### src/rtl/fetch_stage.sv
// Instruction fetch stage: issues in-order imem requests from pc and pairs each returned word with its address.
// Latency: response registered into its slot, visible on out_* the cycle after it arrives; pc_next is combinational.
// Backpressure: requests stop while slots + pending discards fill DEPTH; out_* holds while decode stalls.
module fetch_stage #(
   parameter int unsigned DEPTH = 2
) (
   input  logic        clk,
   input  logic        rst,
   input  logic [31:0] pc,
   output logic [31:0] pc_next,
   input  logic        redirect_valid,
   input  logic [31:0] redirect_pc,
   output logic        imem_req_valid,
   input  logic        imem_req_ready,
   output logic [31:0] imem_addr,
   input  logic        imem_rsp_valid,
   input  logic [31:0] imem_rdata,
   output logic        out_valid,
   input  logic        out_ready,
   output logic [31:0] out_pc,
   output logic [31:0] out_instr
);

   localparam int unsigned AW = $clog2(DEPTH);
   localparam logic [AW+1:0] DEPTH_W = (AW+2)'(DEPTH);

   typedef logic [AW:0]   ptr_t;
   typedef logic [AW-1:0] idx_t;

   // Pointers wrap naturally; the extra MSB distinguishes full from empty.
   ptr_t head_q, head_d;
   ptr_t tail_q, tail_d;
   // Oldest unfilled slot: responses return in order, so fills advance like a third pointer.
   ptr_t fill_q, fill_d;
   // Responses still owed by memory for requests that were flushed.
   ptr_t drop_q, drop_d;

   logic [DEPTH-1:0] filled_q, filled_d;
   logic [31:0]      slot_pc_q    [DEPTH];
   logic [31:0]      slot_instr_q [DEPTH];

   ptr_t        used;
   ptr_t        unfilled;
   logic [AW+1:0] occupancy;
   idx_t        head_idx;
   idx_t        tail_idx;
   idx_t        fill_idx;
   logic        alloc;
   logic        pop;
   logic        rsp_keep;
   logic        rsp_discard;
   logic        head_filled;

   assign head_idx  = head_q[AW-1:0];
   assign tail_idx  = tail_q[AW-1:0];
   assign fill_idx  = fill_q[AW-1:0];
   assign used      = tail_q - head_q;
   assign unfilled  = tail_q - fill_q;
   assign occupancy = {1'b0, used} + {1'b0, drop_q};

   // Handshake qualification: gating looks only at registered state, so a pop never frees a slot for a same-cycle alloc.
   always_comb begin
      head_filled    = filled_q[head_idx];
      imem_req_valid = rst && !redirect_valid && (occupancy < DEPTH_W);
      alloc          = imem_req_valid && imem_req_ready;
      out_valid      = rst && head_filled && !redirect_valid;
      pop            = out_valid && out_ready;
      rsp_discard    = imem_rsp_valid && (drop_q != '0);
      rsp_keep       = imem_rsp_valid && !redirect_valid && (drop_q == '0) && (fill_q != tail_q);
   end

   // Request address and decode-side payload; payload forced to zero while in reset.
   always_comb begin
      imem_addr = {pc[31:2], 2'b00};
      out_pc    = '0;
      out_instr = '0;
      if (rst) begin
         out_pc    = slot_pc_q[head_idx];
         out_instr = slot_instr_q[head_idx];
      end
   end

   // Next PC: redirect wins, then advance on an accepted request, otherwise hold.
   always_comb begin
      pc_next = pc;
      if (redirect_valid) begin
         pc_next = redirect_pc;
      end else if (alloc) begin
         pc_next = pc + 32'd4;
      end
   end

   // Pointer, discard-count and filled-flag next state; a redirect empties every slot.
   always_comb begin
      head_d   = head_q;
      tail_d   = tail_q;
      fill_d   = fill_q;
      drop_d   = drop_q;
      filled_d = filled_q;
      if (redirect_valid) begin
         head_d   = tail_q;
         fill_d   = tail_q;
         filled_d = '0;
         // Every unfilled slot still owes a response; one arriving now is already discarded.
         if (imem_rsp_valid && ((drop_q + unfilled) != '0)) begin
            drop_d = drop_q + unfilled - ptr_t'(1);
         end else begin
            drop_d = drop_q + unfilled;
         end
      end else begin
         if (alloc) begin
            tail_d             = tail_q + ptr_t'(1);
            filled_d[tail_idx] = 1'b0;
         end
         if (rsp_keep) begin
            fill_d             = fill_q + ptr_t'(1);
            filled_d[fill_idx] = 1'b1;
         end
         if (pop) begin
            head_d             = head_q + ptr_t'(1);
            filled_d[head_idx] = 1'b0;
         end
         if (rsp_discard) begin
            drop_d = drop_q - ptr_t'(1);
         end
      end
   end

   // Control state registers.
   always_ff @(posedge clk or negedge rst) begin
      if (!rst) begin
         head_q   <= '0;
         tail_q   <= '0;
         fill_q   <= '0;
         drop_q   <= '0;
         filled_q <= '0;
      end else begin
         head_q   <= head_d;
         tail_q   <= tail_d;
         fill_q   <= fill_d;
         drop_q   <= drop_d;
         filled_q <= filled_d;
      end
   end

   // Slot payload: pc captured at alloc into the tail slot, instruction captured at fill.
   always_ff @(posedge clk or negedge rst) begin
      if (!rst) begin
         for (int i = 0; i < DEPTH; i++) begin
            slot_pc_q[i]    <= '0;
            slot_instr_q[i] <= '0;
         end
      end else begin
         if (alloc) begin
            slot_pc_q[tail_idx] <= pc;
         end
         if (rsp_keep) begin
            slot_instr_q[fill_idx] <= imem_rdata;
         end
      end
   end

endmodule
### config.mk
export PLATFORM = sky130hd
export DESIGN_NAME = fetch_stage
export DESIGN_NICKNAME = d
export VERILOG_FILES = /design/src/rtl/fetch_stage.sv
export SDC_FILE = /design/constraint.sdc
export NUM_CORES = 1
export LEC_CHECK = 0
export CAP_MARGIN = 20
export CORE_ASPECT_RATIO = 0.5
export CORE_MARGIN = 1
export CORE_UTILIZATION = 48
export CTS_CLUSTER_SIZE = 20
export DETAILED_ROUTE_END_ITERATION = 7
export GPL_TIMING_DRIVEN = 0
export PLACE_DENSITY = 0.81
export RECOVER_POWER = 100
export SETUP_SLACK_MARGIN = 0.1
export SLEW_MARGIN = 10
export SYNTH_ARGS = -nofsm -noshare
export SYNTH_HDL_FRONTEND = slang
export SYNTH_SLANG_ARGS = --single-unit
### constraint.sdc
create_clock -name clk -period 4.25 [get_ports clk]
set_input_delay 0.425 -clock clk [delete_from_list [all_inputs] [get_ports clk]]
set_output_delay 0.425 -clock clk [all_outputs]
set_load 0.01 [all_outputs]
== Word level (Yosys, flattened, before mapping) ==
Cells that the tools add are included.

* Add/subtract/negate cells: 10
* Order comparisons: 12
* Eq/ne operators: 1
* Mux-type cells: 37
* Bitwise gates (word level): 9
* Reductions and logical operators: 24

{| class="wikitable"
|+ Operators with widths
! kind !! number
|-
| $mux 32 || 12
|-
| $bwmux 64 || 2
|-
| $demux 32 s1 || 2
|-
| $add 32x3->32 const B || 1
|-
| $mux 2 || 13
|-
| $logic_and 1x1->1 || 16
|-
| $reduce_bool 2->1 || 5
|-
| $add 2x1->2 const B || 3
|-
| $ge 2x2->1 const B || 3
|-
| $lt 1x2->1 const B || 3
|-
| $not 1->2 || 3
|-
| $mux 1 || 5
|-
| $and 2x2->2 || 2
|-
| $lt 2x1->1 const B || 2
|-
| $not 2->2 || 2
|-
| $sub 2x1->2 const B || 2
|-
| $sub 2x2->2 || 2
|-
| $add 2x2->3 || 1
|-
| $demux 1 s1 || 3
|-
| $ge 1x1->1 const B || 3
|-
| $lt 3x2->1 const B || 1
|-
| $add 2x2->2 || 1
|-
| $logic_not 2->1 || 1
|-
| $ne 2x2->1 || 1
|-
| other kinds (4) || 4
|}

* Register bits after elaboration: 138
* Input bits: 102
* Output and inout port bits: 130
* Logic and storage cells: 102

== Logic depth before layout (Yosys ltp) ==
* Word-level depth: 14
* Depth in mapped cells: 13
* Gate-level depth less buffers: 10

== Worst setup path after synthesis ==
No wires, ideal clock.

* Path kind: register to output
* Start point: register tail_q[0]
* End point: output pc_next[29]
* Data arrival time: 2.838 ns
* Data required time: 3.825 ns
* Slack: 0.987 ns
* Cell stages (with the launch flop): 12
* Path buffers: 2
* Cells stage by stage: dfrtp_1 -> buf_2 -> inv_1 -> ha_1 -> xor2_1 -> xnor2_1 -> fa_1 -> and4b_1 -> clkbuf_2 -> and4_1 -> or4b_1 -> a31oi_1

* Word-level cells in the longest chain between the ends: 7

{| class="wikitable"
|+ Ends and longest elaborated chain
! element !! RTL line !! source
|-
| from (decl) || 32 || <nowiki>ptr_t tail_q, tail_d;</nowiki>
|-
| from (signal assigned) || 139 || <nowiki>tail_q <= tail_d;</nowiki>
|-
| $sub 2x2->2 || 57 || <nowiki>assign used = tail_q - head_q;</nowiki>
|-
| $add 2x2->3 || 59 || <nowiki>assign occupancy = {1'b0, used} + {1'b0, drop_q};</nowiki>
|-
| $lt 3x2->1 || 64 || <nowiki>imem_req_valid = rst && !redirect_valid && (occupancy < DEPTH_W);</nowiki>
|-
| $logic_and 1x1->1 || 64 ||
|-
| named net imem_req_valid || 13 || <nowiki>output logic imem_req_valid,</nowiki>
|-
| $logic_and 1x1->1 || 65 || <nowiki>alloc = imem_req_valid && imem_req_ready;</nowiki>
|-
| $mux 32 || 88 || <nowiki>end else if (alloc) begin</nowiki>
|-
| $mux 32 || 86 || <nowiki>if (redirect_valid) begin</nowiki>
|-
| to (decl) || 10 || <nowiki>output logic [31:0] pc_next,</nowiki>
|}

The timed path passes the listed nets, and every way through them passes these cells.

== Worst setup path after layout ==
* Start point: register tail_q[0]
* End point: output pc_next[27]

* Word-level cells in the longest chain between the ends: 7

{| class="wikitable"
|+ Ends and longest elaborated chain
! element !! RTL line
|-
| $sub 2x2->2 || 57
|-
| $add 2x2->3 || 59
|-
| $lt 3x2->1 || 64
|-
| $logic_and 1x1->1 || 64
|-
| $logic_and 1x1->1 || 65
|-
| $mux 32 || 88
|-
| $mux 32 || 86
|}

Every way passes these cells.

==> impl_summary.log <==
[metrics] status: finished with violations
[metrics] violations in the final reports: capacitance limit, slew limit
[metrics] critical-path maximum fanout: 8
[metrics] clock buffer count from CTS: 17
[metrics] initial cell density of the core: 50.59%
[metrics] Post-synth top flop: dfrtp_1
[metrics] Rows: 32
[metrics] Tcrit/Tclk final: 96.13%
[metrics] critical path arrival: 3.66 ns
[metrics] Power per Cell Area: 580.4 mW/mm^2
[metrics] Clock Latency Late Sink: 0.41 ns
[metrics] # port buffers: 228
[metrics] antenna violations before repair: 0
[metrics] type of element capturing the critical path: output port
[metrics] final setup violation count: 0
[metrics] clock tree from TritonCTS: yes
[metrics] cell accounting for the most synthesized area: dfrtp_1
[metrics] Chip Height: 93.41 um
[metrics] core outline area: 0.01586 sq mm
[metrics] worst setup timing slack at the placement stage: 0.05152 ns
[metrics] wire length on met3: 1047 um
[metrics] cell count after synthesis: 717
[metrics] Root Driver: clkbuf_16
[metrics] total global routing track utilization: 25.49%
[metrics] pin count of the biggest net entering global routing: 89
[metrics] Final Slew Violations: 59
[metrics] Die X-Extent: 184.8 um
[metrics] Final HPWL DP: 15640 um
[metrics] count of flip-flops with a built-in enable after synthesis: 0
[metrics] actual transition at the worst max-transition pin: 2.924 ns
[metrics] clock period minus worst slack: 4.085 ns
[metrics] post-route clock skew: 0.01393 ns
[metrics] Yosys top cell area share: 43.05%
[metrics] RSZ-0062 raised after global routing: yes
[metrics] nets@finish: 1078
[metrics] total negative slack for setup checks: 0 ns
[metrics] layout cells sized above 1: 21.79%
[metrics] post-synthesis sequential area ratio: 43.05%
[metrics] Max-slew headroom: -99.96%
[metrics] amount of wire on met2 after detailed routing: 10590 um
[metrics] Die ar.: 0.01726 sq mm
[metrics] total clock sinks: 138
[metrics] synthesized area: 0.008021 sq mm
[metrics] YS warnings: 0
[metrics] top cell types by occurrence after synthesis: dfrtp_1 (138), mux2_2 (117), nor2b_1 (69), mux2i_1 (66), buf_4 (35)
[metrics] first-pass GRT wire length: 34070 um
[metrics] Via-to-Cell Ratio: 5.431
[metrics] Max Buffers Root-to-Sink: 2
[metrics] area added between synthesis and finish: 39.68%
[metrics] share of the core filled with cells: 70.67%
[metrics] clock slew at reported path FFs: 0.06 ns
[metrics] average size of a mapped cell: 11.19 sq um
[metrics] count of inserted antenna diode cells: 0
[metrics] Final Hold Fails: 0
[metrics] final critical-path setup slack: 0.1647 ns
[metrics] routed length per instance: 17.94 um
[metrics] Crit Path Category: reg2out
[metrics] Met1 Wirelength: 9674 um
[metrics] Starting DRT DRC Count: 441
[metrics] Leakage Power: 0.004812 uW
[metrics] largest cells by area after synthesis: dfrtp_1 (43%), mux2_2 (16%), mux2i_1 (8.2%)
[metrics] boundary pin count: 232
[metrics] wirelength, routed: 21580 um
[metrics] count of TritonRoute iterations in the first routing pass: 5
[metrics] via count of the first global-routing pass: 6594
[metrics] number of different library cells in the post-synthesis netlist: 52
[metrics] overflow left after global routing: 0
[metrics] final-layout fill cell count: 1199
[metrics] endpoint required time on the critical path: 3.83 ns
[metrics] maximum resistive drop on vdd: 0.0003993 V
[metrics] Max Cap Viol: 2
[metrics] residual DRC count: 0
[metrics] post-route antenna net violation count: 0
[metrics] number of register bits inferred by synthesis: 138
[metrics] Placer Congestion: 0.8879
[metrics] top achievable clock speed: 244.8 MHz
[metrics] cell with the most instances after synthesis: dfrtp_1
[metrics] share of synthesized flip-flops with an asynchronous set or reset: 100.0%
[metrics] vias after detailed routing: 6534
[metrics] deepest level of the CTS H-tree: 4
[metrics] class of the tightest hold or removal check: in2async
[metrics] CP startpoint kind: register
[metrics] Max Used Layer: met4
## worst paths after layout
path / start / end / slack [ns] / depth (start not counted)
worst max-delay path: tail_q[0]$_DFFE_PN0P_ / pc_next[27] / 0.16 / 12
worst min-delay path: rst / slot_pc_q[23]$_DFFE_PN0P_ / 0.39 / 2
worst max register to register: drop_q[1]$_DFFE_PN0P_ / slot_instr_q[31]$_DFFE_PN0P_ / 0.30 / 6
worst min register to register: slot_instr_q[3]$_DFFE_PN0P_ / slot_instr_q[3]$_DFFE_PN0P_ / 0.49 / 1
max in group asynchronous: rst / filled_q[0]$_DFF_PN0_ / 1.04 / 3
min in group clk: slot_instr_q[3]$_DFFE_PN0P_ / slot_instr_q[3]$_DFFE_PN0P_ / 0.49 / 1
## through the flow
| step | cells | hold slack [ns] | instance area, sq um | total power [uW] |
|---|---|---|---|---|
| 6_report | 1203 | 0.3872 | 11200 | 6503 |
| 4_1_cts | 1202 | 0.3812 | 11240 | 6582 |
| 2_1_floorplan | 718 | 0.1294 | 8025 | 4047 |
| 3_5_place_dp | 1168 | 0.4224 | 10610 | 5145 |
| 3_3_place_gp | 1167 | 0.4629 | 10580 | 5013 |
| 5_1_grt | 1203 | 0.3774 | 11200 | 6890 |
## metal layers
metal / up-vias / GRT usage, %
met5: - / 0
li1: 3060 / -
met4: 0 / 7.989
met3: 25 / 4.128
met1: 3241 / 33.85
met2: 208 / 42.83
## power by group
group / total (uW) / internal (uW) / switching, uW / leakage (uW)
clock network: 1400 / 783 / 619 / 0.000269
registers: 2270 / 1950 / 328 / 0.00174
logic: 2830 / 1610 / 1220 / 0.00280
total: 6500 / 4340 / 2160 / 0.00481
## cell usage in the layout, fill, tap and decap left out, types with 4 or more instances in the layout
cell,Yosys,layout
or4_1,12,11
o21ai_0,19,18
buf_4,35,37
ha_1,6,6
dlygate4sd3_1,0,31
buf_6,6,4
and3_1,7,7
dlygate4sd2_1,0,11
nand3_1,15,14
nand4_1,17,17
clkbuf_16,0,17
inv_6,0,6
nor2b_1,69,69
buf_2,7,4
dfrtp_1,138,138
dlymetal6s2s_1,0,10
xnor2_1,8,7
inv_1,12,12
nand2_1,28,26
mux2i_1,66,66
clkbuf_1,26,30
nor2_1,21,21
a31oi_1,19,18
o31ai_1,14,14
buf_1,6,5
clkdlybuf4s50_1,0,174
mux2_1,3,13
mux2_2,117,115
and4_1,9,8
xor2_1,9,8
clkbuf_2,1,4
## registers in the layout (all words and copies together) (netlist names)
signal,cells
drop_q,2
fill_q,2
tail_q,2
slot_instr_q,64
slot_pc_q,64
filled_q,2
head_q,2
## what timing repair did
item	4_1_cts	5_1_grt
hold buffers	2	0
setup endpoints to repair	23	21
pin swaps	1	3
setup buffers	0	1
resized for setup	27	19
endpoints found under the hold margin	50	0
## cell type report
class / count / area, sq um / area share, %
repair buffers: 232 / 2338 / 20.87
well taps: 221 / 276.5 / 2.468
clock inverters: 14 / 123.9 / 1.106
clock buffers: 18 / 439.2 / 3.920
plain buffers: 81 / 480.5 / 4.288
flip-flops and latches: 138 / 3453 / 30.82
multi-input cells: 487 / 4048 / 36.13
inverters: 12 / 45.04 / 0.4020
## critical path, stage by stage, from the launching register on
cell and delay, ns:
dfrtp_1 0.38, buf_4 0.17, inv_1 0.07, ha_1 0.21
xor2_2 0.23, xnor2_2 0.10, fa_1 0.55, and4b_1 0.19
clkbuf_2 0.17, and4_4 0.27, or4b_1 0.44, a31oi_1 0.17
dlygate4sd2_1 0.29
## cells by family after synthesis
group | Yosys count | synth area share, %
AND/OR/NAND/NOR | 194 | 14.07
multiplexers | 195 | 26.77
buffers and inverters | 93 | 6.676
AO/OA/AOI/OAI | 71 | 6.068
flip-flops | 138 | 43.05
XOR/XNOR | 18 | 2.137
adder cells (fa/ha/maj) | 7 | 1.185
other | 1 | 0.04675
No activity file was read; power rests on OpenSTA's default activity.
